### src/rtl/or_reduce_pipe_pkg.sv
// Shared helpers for or_reduce_pipe: tree-depth / stage-count functions and the
// bit layout of the sideband word that travels with each beat through the tree.
package or_reduce_pipe_pkg;

   // Ceiling log2; returns 0 for values <= 1.
   function automatic int orn_clog2(input int value);
      int result;
      result = 0;
      for (int v = value - 1; v > 0; v = v >> 1) begin
         result = result + 1;
      end
      return result;
   endfunction

   function automatic int orn_depth(input int width);
      return orn_clog2(width);
   endfunction

   function automatic int orn_stages(input int width, input int levels_per_stage);
      return (orn_depth(width) + levels_per_stage - 1) / levels_per_stage;
   endfunction

   function automatic int orn_idxw(input int width);
      return (orn_clog2(width) < 1) ? 1 : orn_clog2(width);
   endfunction

   // Sideband bit positions; hit/index fields exist only with the first-index option.
   localparam int SB_VALID  = 0;
   localparam int SB_ACC    = 1;
   localparam int SB_LAST   = 2;
   localparam int SB_HIT    = 3;
   localparam int SB_IDX    = 4;
   localparam int SB_BASE_W = 3;

endpackage

### src/rtl/or_reduce_pipe_tree_stage.sv
// or_tree_stage: one registered slice of LEVELS OR-tree levels over N_IN inputs,
// with a stall enable; sideband bits ride along unchanged.
module or_tree_stage
   import or_reduce_pipe_pkg::*;
#(
   parameter int N_IN   = 2,
   parameter int LEVELS = 1,
   parameter int SB_W   = SB_BASE_W
) (
   input  logic                        clk_i,
   input  logic                        reset_i,
   input  logic                        en_i,
   input  logic [N_IN-1:0]             data_i,
   input  logic [SB_W-1:0]             sb_i,
   output logic [(N_IN >> LEVELS)-1:0] data_o,
   output logic [SB_W-1:0]             sb_o
);

   localparam int GRP   = 1 << LEVELS;
   localparam int N_OUT = N_IN >> LEVELS;

   logic [N_OUT-1:0] data_d;
   logic [N_OUT-1:0] data_q;
   logic [SB_W-1:0]  sb_q;

   // Each output is the OR of an aligned group of 2**LEVELS neighbours, i.e. LEVELS tree levels.
   always_comb begin
      data_d = '0;
      for (int j = 0; j < N_OUT; j++) begin
         data_d[j] = |data_i[j*GRP +: GRP];
      end
   end

   always_ff @(posedge clk_i) begin
      if (reset_i) begin
         data_q <= '0;
         sb_q   <= '0;
      end else if (en_i) begin
         data_q <= data_d;
         sb_q   <= sb_i;
      end
   end

   assign data_o = data_q;
   assign sb_o   = sb_q;

endmodule

### src/rtl/or_reduce_pipe.sv
// Pipelined WIDTH-input OR reducer with valid/ready backpressure and multi-beat accumulate.
// Optional macro ORN_FIRST_IDX_EN adds out_idx, the lowest set bit index of the beat/packet.
module or_reduce_pipe
   import or_reduce_pipe_pkg::*;
#(
   parameter int WIDTH            = 8,
   parameter int LEVELS_PER_STAGE = 1
) (
   input  logic             clk,
   input  logic             reset,
   input  logic [WIDTH-1:0] in_data,
   input  logic             in_valid,
   input  logic             in_acc,
   input  logic             in_last,
   output logic             in_ready,
   output logic             out,
   output logic             out_valid,
   input  logic             out_ready
`ifdef ORN_FIRST_IDX_EN
   ,
   output logic [orn_idxw(WIDTH)-1:0] out_idx
`endif
);

   localparam int D    = orn_depth(WIDTH);
   localparam int S    = orn_stages(WIDTH, LEVELS_PER_STAGE);
   localparam int P    = 1 << D;
   localparam int IDXW = orn_idxw(WIDTH);
`ifdef ORN_FIRST_IDX_EN
   localparam int SB_W = SB_IDX + IDXW;
`else
   localparam int SB_W = SB_BASE_W;
`endif

   logic            adv_s;
   logic [P-1:0]    pad_s;
   logic [SB_W-1:0] sb0_s;
   logic            tree_r_s;
   logic [SB_W-1:0] tree_sb_s;
   logic            beat_v_s;
   logic            beat_acc_s;
   logic            beat_last_s;

   logic out_d;
   logic out_q;
   logic out_valid_d;
   logic out_valid_q;
   logic acc_d;
   logic acc_q;

`ifdef ORN_FIRST_IDX_EN
   logic            hit_s;
   logic [IDXW-1:0] idx_s;
   logic            beat_hit_s;
   logic [IDXW-1:0] beat_idx_s;
   logic [IDXW-1:0] idx_d;
   logic [IDXW-1:0] idx_q;
   logic            idx_seen_d;
   logic            idx_seen_q;
   logic [IDXW-1:0] out_idx_d;
   logic [IDXW-1:0] out_idx_q;
`endif

   // One global stall: nothing moves while a result is waiting to be taken.
   assign adv_s    = !out_valid_q || out_ready;
   assign in_ready = adv_s;

   always_comb begin
      pad_s              = '0;
      pad_s[WIDTH-1:0]   = in_data;
   end

`ifdef ORN_FIRST_IDX_EN
   // Scanning from the top down leaves the lowest set bit's index in idx_s.
   always_comb begin
      hit_s = |in_data;
      idx_s = '0;
      for (int i = WIDTH - 1; i >= 0; i--) begin
         idx_s = in_data[i] ? IDXW'(i) : idx_s;
      end
   end
`endif

   // acc/last are masked with valid so idle cycles carry no stray packet markers.
   always_comb begin
      sb0_s          = '0;
      sb0_s[SB_VALID] = in_valid;
      sb0_s[SB_ACC]   = in_valid & in_acc;
      sb0_s[SB_LAST]  = in_valid & in_acc & in_last;
`ifdef ORN_FIRST_IDX_EN
      sb0_s[SB_HIT]           = hit_s;
      sb0_s[SB_IDX +: IDXW]   = idx_s;
`endif
   end

   for (genvar k = 0; k < S; k++) begin : g_stage
      localparam int REM  = D - k * LEVELS_PER_STAGE;
      localparam int LV   = (REM < LEVELS_PER_STAGE) ? REM : LEVELS_PER_STAGE;
      localparam int N_IN = 1 << REM;

      logic [N_IN-1:0]         din_s;
      logic [(N_IN >> LV)-1:0] dout_s;
      logic [SB_W-1:0]         sbin_s;
      logic [SB_W-1:0]         sbout_s;

      if (k == 0) begin : g_head
         assign din_s  = pad_s;
         assign sbin_s = sb0_s;
      end else begin : g_link
         assign din_s  = g_stage[k-1].dout_s;
         assign sbin_s = g_stage[k-1].sbout_s;
      end

      or_tree_stage #(
         .N_IN   (N_IN),
         .LEVELS (LV),
         .SB_W   (SB_W)
      ) u_stage (
         .clk_i   (clk),
         .reset_i (reset),
         .en_i    (adv_s),
         .data_i  (din_s),
         .sb_i    (sbin_s),
         .data_o  (dout_s),
         .sb_o    (sbout_s)
      );
   end

   assign tree_r_s    = g_stage[S-1].dout_s[0];
   assign tree_sb_s   = g_stage[S-1].sbout_s;
   assign beat_v_s    = tree_sb_s[SB_VALID];
   assign beat_acc_s  = tree_sb_s[SB_ACC];
   assign beat_last_s = tree_sb_s[SB_LAST];
`ifdef ORN_FIRST_IDX_EN
   assign beat_hit_s  = tree_sb_s[SB_HIT];
   assign beat_idx_s  = tree_sb_s[SB_IDX +: IDXW];
`endif

   // Output/accumulate stage; a plain beat inside an open packet leaves acc_q/idx_q alone.
   always_comb begin
      out_d       = out_q;
      out_valid_d = out_valid_q;
      acc_d       = acc_q;
`ifdef ORN_FIRST_IDX_EN
      idx_d       = idx_q;
      idx_seen_d  = idx_seen_q;
      out_idx_d   = out_idx_q;
`endif
      if (adv_s) begin
         if (beat_v_s) begin
            if (!beat_acc_s) begin
               out_d       = tree_r_s;
               out_valid_d = 1'b1;
`ifdef ORN_FIRST_IDX_EN
               out_idx_d   = beat_idx_s;
`endif
            end else if (!beat_last_s) begin
               acc_d       = acc_q | tree_r_s;
               out_valid_d = 1'b0;
`ifdef ORN_FIRST_IDX_EN
               idx_d       = (!idx_seen_q && beat_hit_s) ? beat_idx_s : idx_q;
               idx_seen_d  = idx_seen_q | beat_hit_s;
`endif
            end else begin
               out_d       = acc_q | tree_r_s;
               out_valid_d = 1'b1;
               acc_d       = 1'b0;
`ifdef ORN_FIRST_IDX_EN
               out_idx_d   = idx_seen_q ? idx_q : beat_idx_s;
               idx_d       = '0;
               idx_seen_d  = 1'b0;
`endif
            end
         end else begin
            out_valid_d = 1'b0;
         end
      end else begin
         out_valid_d = out_valid_q;
      end
   end

   always_ff @(posedge clk) begin
      if (reset) begin
         out_q       <= 1'b0;
         out_valid_q <= 1'b0;
         acc_q       <= 1'b0;
`ifdef ORN_FIRST_IDX_EN
         idx_q       <= '0;
         idx_seen_q  <= 1'b0;
         out_idx_q   <= '0;
`endif
      end else begin
         out_q       <= out_d;
         out_valid_q <= out_valid_d;
         acc_q       <= acc_d;
`ifdef ORN_FIRST_IDX_EN
         idx_q       <= idx_d;
         idx_seen_q  <= idx_seen_d;
         out_idx_q   <= out_idx_d;
`endif
      end
   end

   assign out       = out_q;
   assign out_valid = out_valid_q;
`ifdef ORN_FIRST_IDX_EN
   assign out_idx   = out_idx_q;
`endif

endmodule
### config.mk
export PLATFORM = sky130hd
export DESIGN_NAME = or_reduce_pipe
export DESIGN_NICKNAME = d
export VERILOG_FILES = /design/src/rtl/or_reduce_pipe_pkg.sv /design/src/rtl/or_reduce_pipe_tree_stage.sv /design/src/rtl/or_reduce_pipe.sv
export SDC_FILE = /design/constraint.sdc
export NUM_CORES = 1
export LEC_CHECK = 0
export BUFFER_PORTS_ARGS = -buffer_cell sky130_fd_sc_hd__buf_2
export CORE_MARGIN = 2
export CORE_UTILIZATION = 54
export CTS_CLUSTER_DIAMETER = 200
export DETAILED_ROUTE_END_ITERATION = 8
export GPL_ROUTABILITY_DRIVEN = 1
export PLACE_DENSITY = 0.78
export SLEW_MARGIN = 30
export SYNTH_ARGS = -nofsm -noshare
export SYNTH_HDL_FRONTEND = slang
export SYNTH_SLANG_ARGS = --single-unit
### constraint.sdc
create_clock -name clk -period 3.15 [get_ports clk]
set_input_delay 0.1575 -clock clk [delete_from_list [all_inputs] [get_ports clk]]
set_output_delay 0.1575 -clock clk [all_outputs]
set_load 0.1 [all_outputs]
Yosys cells after proc, flatten, opt, wreduce, memory -nomap -nowiden. Cells that the tools add are included.

Reduce and logical (&&, ||, !) cells: 11. Equal/unequal tests: 1. Bitwise logic cells: 3. Muxes and demuxes: 6.

Operators by type and width (number): $reduce_or 2->1 (7); $mux 1 (6); $reduce_and 3->1 (2); $and 1x1->1 (2); $ne 2x1->1 const B (1); $logic_not 1->1 (1); $logic_or 1x1->1 (1); $or 1x1->1 (1).

Flip-flop bits (word level): 19. Word-level logic and storage cells: 30. Input bits: 14. Output and inout bits: 3.

Longest topological paths before layout.
Depth after elaboration: 3. Mapped depth: 6. Depth with buffers taken out: 4.

Hierarchy. From an unflattened synthesis, not the netlist that was laid out.

Cell total of the unflattened synthesis: 75. Area, all modules: 747.0 um^2.

Modules (own cells, without submodules): or_tree_stage (g_stage[0].u_stage) (area each 252.7 um^2, seq. area each 140.1 um^2, cells each 26, instances 1); or_tree_stage (g_stage[1].u_stage) (area each 182.7 um^2, seq. area each 100.1 um^2, cells each 18, instances 1); or_reduce_pipe (area each 156.4 um^2, seq. area each 60.1 um^2, cells each 17, instances 1); or_tree_stage (g_stage[2].u_stage) (area each 155.1 um^2, seq. area each 80.1 um^2, cells each 14, instances 1).

Worst setup path before layout. OpenSTA, ideal clock, no wires.

Path type: flip-flop to flip-flop. Start point: register out_valid_q, in the netlist out_valid. End point: register g_stage[1].u_stage.data_q[1]. Setup time: 133 ps. Path slack: 1219 ps. Buffers on the path: 2. Arrival: 1798 ps. Stages on the path, launching flop included: 7. Data required time: 3017 ps. Period minus slack after synthesis: 1931 ps. Cells stage by stage: dfxtp_1 -> nor2b_4 -> buf_6 -> inv_6 -> buf_4 -> nor2_1 -> nor3_1.

Word-level cells in the longest chain between the ends: 2.

RTL lines: start: declaration (line or_reduce_pipe.sv:47) `logic out_valid_q;`; start signal: assignment (line or_reduce_pipe.sv:194) `out_valid_q <= out_valid_d;`; $logic_not 1->1 (line or_reduce_pipe.sv:65) `assign adv_s = !out_valid_q || out_ready;`; $logic_or 1x1->1 (line or_reduce_pipe.sv:65); via in_ready (line or_reduce_pipe.sv:15) `output logic in_ready,`; end signal: assignment (line or_reduce_pipe_tree_stage.sv:39) `data_q <= data_d;`; end: declaration (line or_reduce_pipe_tree_stage.sv:23) `logic [N_OUT-1:0] data_q;`.

The timed path passes the listed nets, and every way through them passes these cells. A chain may end at the register's enable or synchronous reset.

Final worst setup path.
Start point: register out_valid_q, in the netlist out_valid. End point: output port in_ready.

Word-level cells in the longest chain between the ends: 2.

RTL lines (line): $logic_not 1->1 (or_reduce_pipe.sv:65); $logic_or 1x1->1 (or_reduce_pipe.sv:65); end: declaration (or_reduce_pipe.sv:15).

Every way passes these cells.

==> implementation parameters <==
Parameter                              Value

Outcome
  Run status ... finished clean

Place
  Cells after DPL ... 112
  Final HPWL from detailed placement ... 907 µm
  Count of input and output buffers ... 16
  Routability-driven placement congestion ratio ... 0.6632
  Dpl ws ... 1.758 ns

Synthesis
  Synth area leader ... sky130_fd_sc_hd__dfxtp_1
  Total of flip-flops plus latches after synthesis ... 19
  Fraction of post-synthesis cell area in the top cell type by area ... 50.25%
  Async S/R FF share, synth ... 0%
  Most frequent cells after synthesis ... 19 x sky130_fd_sc_hd__dfxtp_1, 17 x sky130_fd_sc_hd__nand2_1, 16 x sky130_fd_sc_hd__nor3_1
  Avg Cell Area, Syn ... 8.701 µm²
  Sequential element share of the synthesized area ... 50.25%
  Count of mapped cells out of synthesis ... 87
  Most frequently used flop master after synthesis ... sky130_fd_sc_hd__dfxtp_1
  Most frequent cell after synthesis ... sky130_fd_sc_hd__dfxtp_1
  Count of flip-flops with a built-in enable after synthesis ... 0
  Count of different cell masters after synthesis ... 21
  Largest cells by area after synthesis ... sky130_fd_sc_hd__dfxtp_1 50%, sky130_fd_sc_hd__nor3_1 11%, sky130_fd_sc_hd__nand2_1 8.4%
  Summed instance area of the synthesized netlist ... 757.0 µm²
  Total of warnings raised by yosys ... 0
  Net count after synthesis ... 101

Global routing
  GRT Total Usage ... 15.95%
  Maximum number of pins on one net before global-route repair ... 21
  Residual overflow from global routing ... 0
  Global-route wire length before repair ... 2180 µm
  Number of antenna violations at the first check in global routing ... 0
  Via count of the first global-routing pass ... 532

Floorplan
  Number of top-level pins ... 17
  Die Y ... 41.44 µm
  Die area ... 1717 µm²
  Core area ... 1301 µm²
  Floorplan die width ... 41.44 µm
  Initial standard-cell utilization of the core ... 58.17%
  Std cell rows ... 13

Worst setup path
  Slowest cell delay on critical path ... 0.44 ns
  Crit path max-delay family ... buffers and inverters
  Combined buffer and inverter count along the critical path ... 2
  Kind of capture point of the worst setup path ... primary output
  Reg-to-reg critical path startpoint ... out_valid
  Internal reg-to-reg setup slack ... 1.77 ns
  Worst-path cell chain ... nor2b_4 > inv_6 > buf_2
  Number of cell instances on the worst register-to-register path ... 4
  Endpoint of the lowest-slack register-to-register path ... acc_q
  Largest driver fanout on the critical path ... 20
  WP depth ... 3
  Worst setup path class ... register to primary output
  Data required, critical path ... 2.99 ns
  Startpoint class of the critical path ... register
  Worst endpoint data arrival time ... 1.55 ns
  Worst path slowest cell ... sky130_fd_sc_hd__nor2b_4

Clock network
  Clock transition at the registers of the reported paths ... 0.10 ns
  Number of clock buffers inserted by TritonCTS ... 3
  Setup fix buffers added after clock tree synthesis ... 0
  Hold bufs inserted after CTS ... 0
  Number of sinks on the clock net ... 19
  Skew-Pair Late Insertion Delay ... 0.29 ns
  Root Driver ... sky130_fd_sc_hd__clkbuf_4
  Cells resized by post-CTS repair ... 0
  Max clock buf depth ... 2
  H-tree depth ... 1
  Clock tree from TritonCTS ... built

Routing
  Routed length per placed instance ... 10.74 µm
  Number of antenna-violating nets in the routed design ... 0
  DRC errors left ... 0
  TritonRoute pass-1 iters ... 2
  DRT Wirelength ... 1246 µm
  Number of vias in the routed layout ... 602
  First DRT Iteration DRCs ... 5
  Vias per inst ... 5.190

Timing
  Worst-Margin Slew ... 0.4754 ns
  Max transition margin ... 68.24%
  Setup repair after global routing missed its margin ... no
  Final Setup Violations ... 0
  Final TNS setup ... 0 ns
  Maximum frequency from static timing analysis ... 584.0 MHz
  Total count of hold-check failures in the final report ... 0
  Fin Clk Skew ... 0.003906 ns
  Setup slack of the critical path after layout ... 1.438 ns
  Final period util ... 54.36%
  Max-slew violation count ... 0
  Min Clock Period, post-route ... 1.712 ns

Worst hold path
  Number of cells on the worst hold path ... 3
  Startpoint of the tightest hold check path ... in_valid
  Terminating pin of the worst hold path ... g_stage[0].u_stage.sb_o[0]
  Worst hold path type ... input port to register

Power and ir drop
  IR drop worst, VDD ... 0.2942 mV
  PwrDens ... 502.2 nW/µm²
  Leakage power ... 0.3247 nW
  Final Power ... 0.4172 mW

Layout
  Number of antenna repair diodes ... 0
  Area of the multi-input gates ... 311.5 µm²
  Total area of sequential cells ... 380.4 µm²
  Filler cells ... 127
  Fin nets ... 116
  Post-layout util ... 63.85%
  Share of final-layout standard cells stronger than drive strength 1 ... 23.76%
  Synthesis-to-layout area growth ... 9.752%
  Number of non-filler instances in the completed layout ... 116

Run
  Number of max-cap violations ... 0
[kinds of logic after synthesis]
kind of cell           count (synthesis)  share of synthesized area [%]
AO/OA/AOI/OAI                         14                          13.22
flip-flops                            19                          50.25
AND/OR/NAND/NOR                       46                          27.93
buffers and inverters                  8                          8.595
[power breakdown]
group | leakage (nW) | switching [mW] | internal, mW
registers | 0.156 | 0.00670 | 0.251
logic | 0.151 | 0.0218 | 0.0154
clock network | 0.0177 | 0.0747 | 0.0472
total | 0.325 | 0.103 | 0.314
[placed cells by master, fill, tap and decap left out, types with 3 or more instances in the layout]
| cell | instances |
|---|---|
| sky130_fd_sc_hd__nand2_1 | 17 |
| sky130_fd_sc_hd__nor3_1 | 16 |
| sky130_fd_sc_hd__nor2_1 | 8 |
| sky130_fd_sc_hd__clkbuf_4 | 3 |
| sky130_fd_sc_hd__dfxtp_1 | 19 |
| sky130_fd_sc_hd__buf_2 | 16 |
| sky130_fd_sc_hd__a21oi_1 | 10 |
[final cells by class]
cell class	instances	share of cell area, %
clock inverters	1	0.6024
multi-input cells	60	37.50
flip-flops and latches	19	45.78
well taps	15	2.259
repair buffers	16	9.639
clock buffers	3	2.711
inverters	2	1.506
[worst max-delay path by stage]
stage                                         endpoint      start  slack [ns]
after CTS                                     in_ready  out_valid        1.43
after global placement                        in_ready  out_valid        1.76
after global routing                          in_ready  out_valid        1.35
after detailed placement                      in_ready  out_valid        1.76
final                                         in_ready  out_valid        1.44
after floorplan           g_stage[1].u_stage.data_o[1]  out_valid        1.22
[registers in the layout, indices dropped and copies added (netlist names)]
name                    flops
out_valid                   1
g_stage.u_stage.sb_o        9
out                         1
acc_q                       1
g_stage.u_stage.data_o      7
[per-stage QoR]
stage                     hold WS [ns]  instance area [µm²]
final                           0.1192                830.8
after global routing            0.1094                830.8
after CTS                       0.1170                830.8
after detailed placement        0.4302                803.3
after global placement          0.4193                803.3
after floorplan                 0.2980                757.0
[routing by layer]
layer  track usage (%)  share of wire (%)
met5                 0                  0
met4             6.452               0.80
met3             5.652                4.3
met2             23.13                 47
met1             21.55                 47
[worst min-delay path, stage by stage]
cell                      delay [ns]
sky130_fd_sc_hd__buf_2          0.11
sky130_fd_sc_hd__nand2_1        0.05
sky130_fd_sc_hd__a21oi_1        0.05
No activity file was read; power rests on OpenSTA's default activity.
